File: config.mk
export PLATFORM = sky130hd
export DESIGN_NAME = vending_controller
export DESIGN_NICKNAME = d
export VERILOG_FILES = /design/src/rtl/vending_pkg.sv /design/src/rtl/vending_stock.sv /design/src/rtl/vending_controller.sv
export SDC_FILE = /design/constraint.sdc
export NUM_CORES = 1
export LEC_CHECK = 0
export CORE_ASPECT_RATIO = 1.1
export CORE_UTILIZATION = 55
export CTS_CLUSTER_SIZE = 20
export DETAILED_ROUTE_END_ITERATION = 6
export GPL_ROUTABILITY_DRIVEN = 0
export GPL_TIMING_DRIVEN = 0
export PLACE_DENSITY_LB_ADDON = 0.05
export SLEW_MARGIN = 15
export SYNTH_ARGS = -nofsm -noshare
export SYNTH_HDL_FRONTEND = slang
export SYNTH_SLANG_ARGS = --single-unit
File: constraint.sdc
create_clock -name clk -period 6.7 [get_ports clk]
set_input_delay 1.34 -clock clk [delete_from_list [all_inputs] [get_ports clk]]
set_output_delay 1.34 -clock clk [all_outputs]
set_load 0.005 [all_outputs]
File: src/rtl/vending_pkg.sv
// vending_pkg: shared types and constants for the vending controller slice.
//   - state_e   : controller FSM states
//   - widths    : tag, item count and money field widths of the datapath
//   - CREDIT_MAX: largest credit the 4-bit money field can hold
//   - price_of  : per-tag unit price as used by the purchase-check datapath
package vending_pkg;

  localparam int unsigned TAG_W      = 2;
  localparam int unsigned CNT_W      = 3;
  localparam int unsigned MONEY_W    = 4;
  localparam int unsigned CREDIT_MAX = 15;

  typedef enum logic [2:0] {
    StIdle,
    StCredit,
    StCheck,
    StDispense,
    StChange
  } state_e;

  // Unit prices: tag0=1, tag1=2, tag2=3, tag3=4.
  function automatic logic [MONEY_W-1:0] price_of(input logic [TAG_W-1:0] tag);
    logic [MONEY_W-1:0] price;
    unique case (tag)
      2'd0:    price = 4'd1;
      2'd1:    price = 4'd2;
      2'd2:    price = 4'd3;
      default: price = 4'd4;
    endcase
    return price;
  endfunction

endpackage

File: src/rtl/vending_stock.sv
// vending_stock: per-tag stock counters.
//   clk, reset      : clock, asynchronous active-high reset (loads the initial level)
//   chk_tag_i       : tag whose stock is being checked
//   chk_count_i     : requested quantity
//   chk_ok_o        : quantity is non-zero and no larger than the stock of chk_tag_i
//   dec_valid_i     : remove one item of dec_tag_i
//   dec_tag_i       : tag to decrement
module vending_stock
  import vending_pkg::*;
#(
  parameter int unsigned NUM_TAGS   = 4,
  parameter int unsigned MAX_STOCK  = 7,
  parameter int unsigned INIT_STOCK = 7
) (
  input  logic             clk,
  input  logic             reset,
  input  logic [TAG_W-1:0] chk_tag_i,
  input  logic [CNT_W-1:0] chk_count_i,
  output logic             chk_ok_o,
  input  logic             dec_valid_i,
  input  logic [TAG_W-1:0] dec_tag_i
);

  // Reset level is clamped to the counter ceiling.
  localparam int unsigned ResetLevel = (INIT_STOCK > MAX_STOCK) ? MAX_STOCK : INIT_STOCK;
  localparam logic [CNT_W-1:0] ResetVal = CNT_W'(ResetLevel);

  logic [CNT_W-1:0] stock_q [NUM_TAGS];
  logic [CNT_W-1:0] stock_d [NUM_TAGS];

  assign chk_ok_o = (chk_count_i != '0) && (chk_count_i <= stock_q[chk_tag_i]);

  always_comb begin
    stock_d = stock_q;
    // The controller never requests more than is in stock; the guard keeps the
    // counter from wrapping if it ever did.
    if (dec_valid_i && (stock_q[dec_tag_i] != '0)) begin
      stock_d[dec_tag_i] = stock_q[dec_tag_i] - CNT_W'(1);
    end
  end

  always_ff @(posedge clk or posedge reset) begin
    if (reset) begin
      for (int unsigned i = 0; i < NUM_TAGS; i++) begin
        stock_q[i] <= ResetVal;
      end
    end else begin
      stock_q <= stock_d;
    end
  end

endmodule

File: src/rtl/vending_controller.sv
// vending_controller: front-end sequencer for the purchase-check datapath.
//   Coins       : coin_valid/coin_value in, coin_reject pulse out
//   Selection   : sel_valid/sel_tag/sel_count in, sel_reject pulse out, cancel in
//   Datapath    : vm_tag/vm_count/vm_money out, vm_possibility/vm_remaining in
//   Dispenser   : disp_req/disp_tag out, disp_ack in (one item per ack)
//   Change      : change_valid/change_amount out, change_ack in
//   Status      : credit, busy (high in CHECK, DISPENSE and CHANGE)
// All outputs are registered.
module vending_controller
  import vending_pkg::*;
#(
  parameter int unsigned NUM_TAGS   = 4,
  parameter int unsigned MAX_STOCK  = 7,
  parameter int unsigned INIT_STOCK = 7
) (
  input  logic               clk,
  input  logic               reset,
  input  logic               coin_valid,
  input  logic [MONEY_W-1:0] coin_value,
  output logic               coin_reject,
  input  logic               sel_valid,
  input  logic [TAG_W-1:0]   sel_tag,
  input  logic [CNT_W-1:0]   sel_count,
  input  logic               cancel,
  output logic [TAG_W-1:0]   vm_tag,
  output logic [CNT_W-1:0]   vm_count,
  output logic [MONEY_W-1:0] vm_money,
  input  logic               vm_possibility,
  input  logic [MONEY_W-1:0] vm_remaining,
  output logic               disp_req,
  output logic [TAG_W-1:0]   disp_tag,
  input  logic               disp_ack,
  output logic               change_valid,
  output logic [MONEY_W-1:0] change_amount,
  input  logic               change_ack,
  output logic               sel_reject,
  output logic [MONEY_W-1:0] credit,
  output logic               busy
);

  localparam logic [MONEY_W:0] CreditLimit = (MONEY_W + 1)'(CREDIT_MAX);

  state_e             state_q, state_d;
  logic [MONEY_W-1:0] credit_q, credit_d;
  logic [TAG_W-1:0]   tag_q, tag_d;
  logic [CNT_W-1:0]   count_q, count_d;
  logic [MONEY_W-1:0] remaining_q, remaining_d;
  logic [CNT_W-1:0]   items_left_q, items_left_d;
  logic               coin_reject_q, coin_reject_d;
  logic               sel_reject_q, sel_reject_d;
  logic [TAG_W-1:0]   vm_tag_q, vm_tag_d;
  logic [CNT_W-1:0]   vm_count_q, vm_count_d;
  logic [MONEY_W-1:0] vm_money_q, vm_money_d;
  logic               disp_req_q, disp_req_d;
  logic [TAG_W-1:0]   disp_tag_q, disp_tag_d;
  logic               change_valid_q, change_valid_d;
  logic [MONEY_W-1:0] change_amount_q, change_amount_d;
  logic               busy_q, busy_d;

  logic [MONEY_W:0]   coin_sum;
  logic               stock_ok;
  logic               stock_dec;

  vending_stock #(
    .NUM_TAGS   (NUM_TAGS),
    .MAX_STOCK  (MAX_STOCK),
    .INIT_STOCK (INIT_STOCK)
  ) u_stock (
    .clk         (clk),
    .reset       (reset),
    .chk_tag_i   (sel_tag),
    .chk_count_i (sel_count),
    .chk_ok_o    (stock_ok),
    .dec_valid_i (stock_dec),
    .dec_tag_i   (tag_q)
  );

  // One bit wider than credit so an overflowing coin is detectable.
  assign coin_sum = {1'b0, credit_q} + {1'b0, coin_value};

  always_comb begin
    state_d         = state_q;
    credit_d        = credit_q;
    tag_d           = tag_q;
    count_d         = count_q;
    remaining_d     = remaining_q;
    items_left_d    = items_left_q;
    coin_reject_d   = 1'b0;
    sel_reject_d    = 1'b0;
    vm_tag_d        = '0;
    vm_count_d      = '0;
    vm_money_d      = '0;
    disp_req_d      = disp_req_q;
    disp_tag_d      = disp_tag_q;
    change_valid_d  = change_valid_q;
    change_amount_d = change_amount_q;
    stock_dec       = 1'b0;

    unique case (state_q)
      StIdle, StCredit: begin
        if (cancel) begin
          // Cancel overrides any coin or selection in the same cycle.
          if (credit_q != '0) begin
            state_d         = StChange;
            change_valid_d  = 1'b1;
            change_amount_d = credit_q;
          end else begin
            state_d = StIdle;
          end
        end else begin
          if (coin_valid) begin
            if (coin_sum <= CreditLimit) begin
              credit_d = coin_sum[MONEY_W-1:0];
              state_d  = StCredit;
            end else begin
              coin_reject_d = 1'b1;
            end
          end
          if (sel_valid) begin
            tag_d   = sel_tag;
            count_d = sel_count;
            if (stock_ok) begin
              // credit_d already includes a coin accepted in this same cycle.
              state_d    = StCheck;
              vm_tag_d   = sel_tag;
              vm_count_d = sel_count;
              vm_money_d = credit_d;
            end else begin
              sel_reject_d = 1'b1;
            end
          end
        end
      end

      StCheck: begin
        if (vm_possibility) begin
          remaining_d  = vm_remaining;
          items_left_d = count_q;
          state_d      = StDispense;
          disp_req_d   = 1'b1;
          disp_tag_d   = tag_q;
        end else begin
          sel_reject_d = 1'b1;
          state_d      = StCredit;
        end
      end

      StDispense: begin
        if (disp_ack) begin
          stock_dec    = 1'b1;
          items_left_d = items_left_q - CNT_W'(1);
          if (items_left_q == CNT_W'(1)) begin
            disp_req_d = 1'b0;
            disp_tag_d = '0;
            if (remaining_q != '0) begin
              // Credit now reflects only what is still owed.
              state_d         = StChange;
              credit_d        = remaining_q;
              change_valid_d  = 1'b1;
              change_amount_d = remaining_q;
            end else begin
              state_d  = StIdle;
              credit_d = '0;
            end
          end
        end
      end

      StChange: begin
        if (change_ack) begin
          state_d         = StIdle;
          credit_d        = '0;
          change_valid_d  = 1'b0;
          change_amount_d = '0;
        end
      end

      default: state_d = StIdle;
    endcase

    // Coins offered while a transaction is in flight are turned away.
    if (busy_q && coin_valid) begin
      coin_reject_d = 1'b1;
    end

    busy_d = (state_d == StCheck) || (state_d == StDispense) || (state_d == StChange);
  end

  always_ff @(posedge clk or posedge reset) begin
    if (reset) begin
      state_q         <= StIdle;
      credit_q        <= '0;
      tag_q           <= '0;
      count_q         <= '0;
      remaining_q     <= '0;
      items_left_q    <= '0;
      coin_reject_q   <= 1'b0;
      sel_reject_q    <= 1'b0;
      vm_tag_q        <= '0;
      vm_count_q      <= '0;
      vm_money_q      <= '0;
      disp_req_q      <= 1'b0;
      disp_tag_q      <= '0;
      change_valid_q  <= 1'b0;
      change_amount_q <= '0;
      busy_q          <= 1'b0;
    end else begin
      state_q         <= state_d;
      credit_q        <= credit_d;
      tag_q           <= tag_d;
      count_q         <= count_d;
      remaining_q     <= remaining_d;
      items_left_q    <= items_left_d;
      coin_reject_q   <= coin_reject_d;
      sel_reject_q    <= sel_reject_d;
      vm_tag_q        <= vm_tag_d;
      vm_count_q      <= vm_count_d;
      vm_money_q      <= vm_money_d;
      disp_req_q      <= disp_req_d;
      disp_tag_q      <= disp_tag_d;
      change_valid_q  <= change_valid_d;
      change_amount_q <= change_amount_d;
      busy_q          <= busy_d;
    end
  end

  assign coin_reject   = coin_reject_q;
  assign sel_reject    = sel_reject_q;
  assign vm_tag        = vm_tag_q;
  assign vm_count      = vm_count_q;
  assign vm_money      = vm_money_q;
  assign disp_req      = disp_req_q;
  assign disp_tag      = disp_tag_q;
  assign change_valid  = change_valid_q;
  assign change_amount = change_amount_q;
  assign credit        = credit_q;
  assign busy          = busy_q;

endmodule

==> results.json <==
{
  "clock_sinks": 51,
  "seq_power_share_pct": 42.5,
  "io_pins": 45,
  "synth_cell_types": 55,
  "power_density_nw_per_um2": 324,
  "crit_family": "simple AND/OR/NAND/NOR gates",
  "worstReg2RegStart": "tag_q[0]$_DFFE_PP0P_",
  "worst-endpoint-required_ns": 6.88,
  "power.net_switching_w": 0.000370,
  "cell_internal_pwr_w": 0.000692,
  "slew_headroom_pct": 40.5,
  "setup_viol": 0,
  "async_flop_share_pct": 100,
  "clkPwrFrac_pct": 16.1,
  "core_area_um2": 4650,
  "fp.dieH_um": 75.1,
  "grt_max_degree": 38,
  "globalRouteOverflowTotal": 0,
  "grt_pass1_vias": 1938,
  "start_util_pct": 57.4,
  "cts_setup_buffers": 0,
  "synth_seq_cells": 51,
  "startpoint": "sel_tag[0]",
  "synthTopCellsByArea": "dfrtp_1 (37%), dfstp_2 (12%), ha_1 (5.2%)",
  "regArea_um2": 1290,
  "vias_per_cell": 5.73,
  "worstHoldPathType": "flop to flop",
  "root_buffer": "clkbuf_8",
  "outcome": "finished clean",
  "cp-start-kind": "input pin",
  "peakVddDrop_uv": 172,
  "vias": 2028,
  "grt_pass1_wl_um": 9110,
  "crit_arrival_ns": 3.81,
  "yosysTopAreaCell": "dfrtp_1",
  "p_leak_nw": 1.44,
  "track_usage_pct": 24.2,
  "cts_max_path_buffers": 2,
  "crit_type": "input pin to flop",
  "finalNonFillerCells": 354,
  "n_fill_cell": 372,
  "htree_num_levels": 2,
  "fin_setup_tns_ns": 0,
  "tightest_slew_ns": 0.884,
  "endpoint_kind": "flop",
  "synthSimpleGateAreaFrac_pct": 17.4,
  "muxShareOfSynthArea_pct": 7.92,
  "synth_top_area_share_pct": 36.6,
  "drc": 0,
  "dpl.cell_count": 346,
  "drive_gt1_share_pct": 15.4,
  "synth-compound-area-share_pct": 15.1,
  "rows": 26,
  "slowest_delay_ns": 0.62,
  "cts_resized": 0,
  "antenna_found_initial": 0,
  "crit_slowest_cell": "clkdlybuf4s50_1",
  "maxCapViolations": 0,
  "ys.flop_type": "dfrtp_1",
  "dp_hpwl_um": 4220,
  "combPwrFrac_pct": 41.4,
  "min_from": "change_amount[1]$_DFFE_PP0P_",
  "portBuffers": 44,
  "yosysWarnings": 0,
  "multi_input_area_um2": 1280,
  "final.period_utilization_pct": 54.2,
  "ys_seq_area_share_pct": 48.4,
  "fmax_mhz": 276,
  "synth_adder_area_share_pct": 5.91,
  "wl_per_cell_um": 16.2,
  "totalWireLength_um": 5730,
  "drv_slew": 0,
  "clk_latency_ns": 0.30,
  "hold_viol_final": 0,
  "syn_area_um2": 2670,
  "area_delta_synth_final_pct": 22.9,
  "cts_inserted_buffers": 5,
  "ant_nets": 0,
  "path_clk_slew_ns": 0.09,
  "cp_max_fo": 5,
  "synth_top_family_by_area": "simple AND/OR/NAND/NOR gates",
  "clock_skew_ns": 0.0121,
  "dr.first_iter.drc_count": 80,
  "p_sw_share_pct": 34.8,
  "syn_nets": 278,
  "layout_commonest_cell": "clkdlybuf4s50_1",
  "crit_buf_inv": 2,
  "cts_tree": "done",
  "min_period_ns": 3.63,
  "die_area_um2": 5140,
  "rsz0062_at_grt": "no",
  "synthesis.area_per_instance_um2": 10.9,
  "syn_inst": 245,
  "most-common-layout-cells": "clkdlybuf4s50_1 (44), dfrtp_1 (39), nand2_1 (29), o21ai_0 (17), nor2_1 (16)",
  "path_cells": "clkdlybuf4s50_1, mux4_2, inv_1, ha_1, nor2b_1, o21ai_0, a32o_1, nand2_1, or3b_1",
  "synth_xor_area_share_pct": 1.64,
  "holdBufCountCts": 0,
  "fin_nets": 330,
  "drt_pre_antenna_iters": 4,
  "num_antenna_cells": 0,
  "synth_edf_count": 0,
  "die-width_um": 68.4,
  "p_total_w": 0.00106
}
## cell families (layout without fill, tap and decap cells)
group	Yosys count	count (layout)
simple gates	84	84
compound gates	60	60
flops	51	51
buf+inv	20	73
mux	13	13
fa+ha+maj	12	12
xor+xnor	5	5
## power by group through the flow
| stage | Clock, W | Combinational [W] | Sequential [W] |
|---|---|---|---|
| floorplan | 0 | 0.000288 | 0.000442 |
| global placement | 0 | 0.000427 | 0.000454 |
| detailed placement | 0 | 0.000443 | 0.000457 |
| CTS | 0.000174 | 0.000444 | 0.000451 |
| global route | 0.000185 | 0.000493 | 0.000462 |
| finish | 0.000171 | 0.000440 | 0.000452 |
## final timing paths
check                                                        to  cells past startpoint  slack, ns
worst min register to register     change_amount[1]$_DFFE_PP0P_                      2       0.48
worst min-delay path               change_amount[1]$_DFFE_PP0P_                      2       0.48
max in group asynchronous        u_stock.stock_q[0]$_DFFE_PP1P_                      3       4.82
worst max register to register  u_stock.stock_q[11]$_DFFE_PP1P_                      8       4.09
worst max-delay path                             busy$_DFF_PP0_                      9       3.07
min in group asynchronous          change_amount[2]$_DFFE_PP0P_                      2       1.32
## flip-flops by register name, indices dropped and copies added (netlist names)
signal / flops
remaining_q: 4
vm_tag: 2
count_q: 3
coin_reject: 1
disp_tag: 2
credit: 4
change_valid: 1
sel_reject: 1
disp_req: 1
state_q: 3
vm_count: 3
vm_money: 4
busy: 1
items_left_q: 3
u_stock.stock_q: 12
tag_q: 2
change_amount: 4
## cells in the mapped netlist (6+ instances only)
| master | count |
|---|---|
| inv_1 | 13 |
| nor2_1 | 16 |
| nand2_1 | 29 |
| dfrtp_1 | 39 |
| o21ai_0 | 17 |
| nor3_1 | 6 |
| mux4_2 | 6 |
| ha_1 | 11 |
| a21oi_1 | 14 |
| dfstp_2 | 12 |
## metrics by stage
stage	hold slack [ns]	util (%)	instance area [µm²]	setup WS (ns)
2_1_floorplan	0.464	-	2670	3.66
3_3_place_gp	0.463	68.3	3180	2.81
4_1_cts	0.492	70.5	3280	3.08
3_5_place_dp	0.470	68.8	3200	2.78
6_report	0.485	70.5	3280	3.07
5_1_grt	0.516	70.5	3280	2.96
## final cells by class
cell class,count,share of cell area [%]
repair buffers,45,14.0
well taps,56,2.14
flip-flops and latches,51,39.4
clock inverters,1,0.153
multi-input cells,174,39.1
plain buffers,7,1.41
inverters,13,1.49
clock buffers,7,2.33
## worst register-to-register path, delay by kind of cell (launching register included)
family,cells,cell delay (ns)
fa+ha+maj,2,0.45
compound gates,1,0.15
buf+inv,2,0.47
simple gates,2,0.83
mux,1,0.34
flops,1,0.34
## per-layer routing
layer | share of wire (%) | vias to the layer above | global-route usage (%)
li1 | - | 985 | -
met1 | 43 | 986 | 29.4
met2 | 52 | 51 | 43.0
met3 | 3.8 | 6 | 4.24
met4 | 1.0 | 0 | 7.64
met5 | 0 | - | 0
No activity file was read; power rests on OpenSTA's default activity.
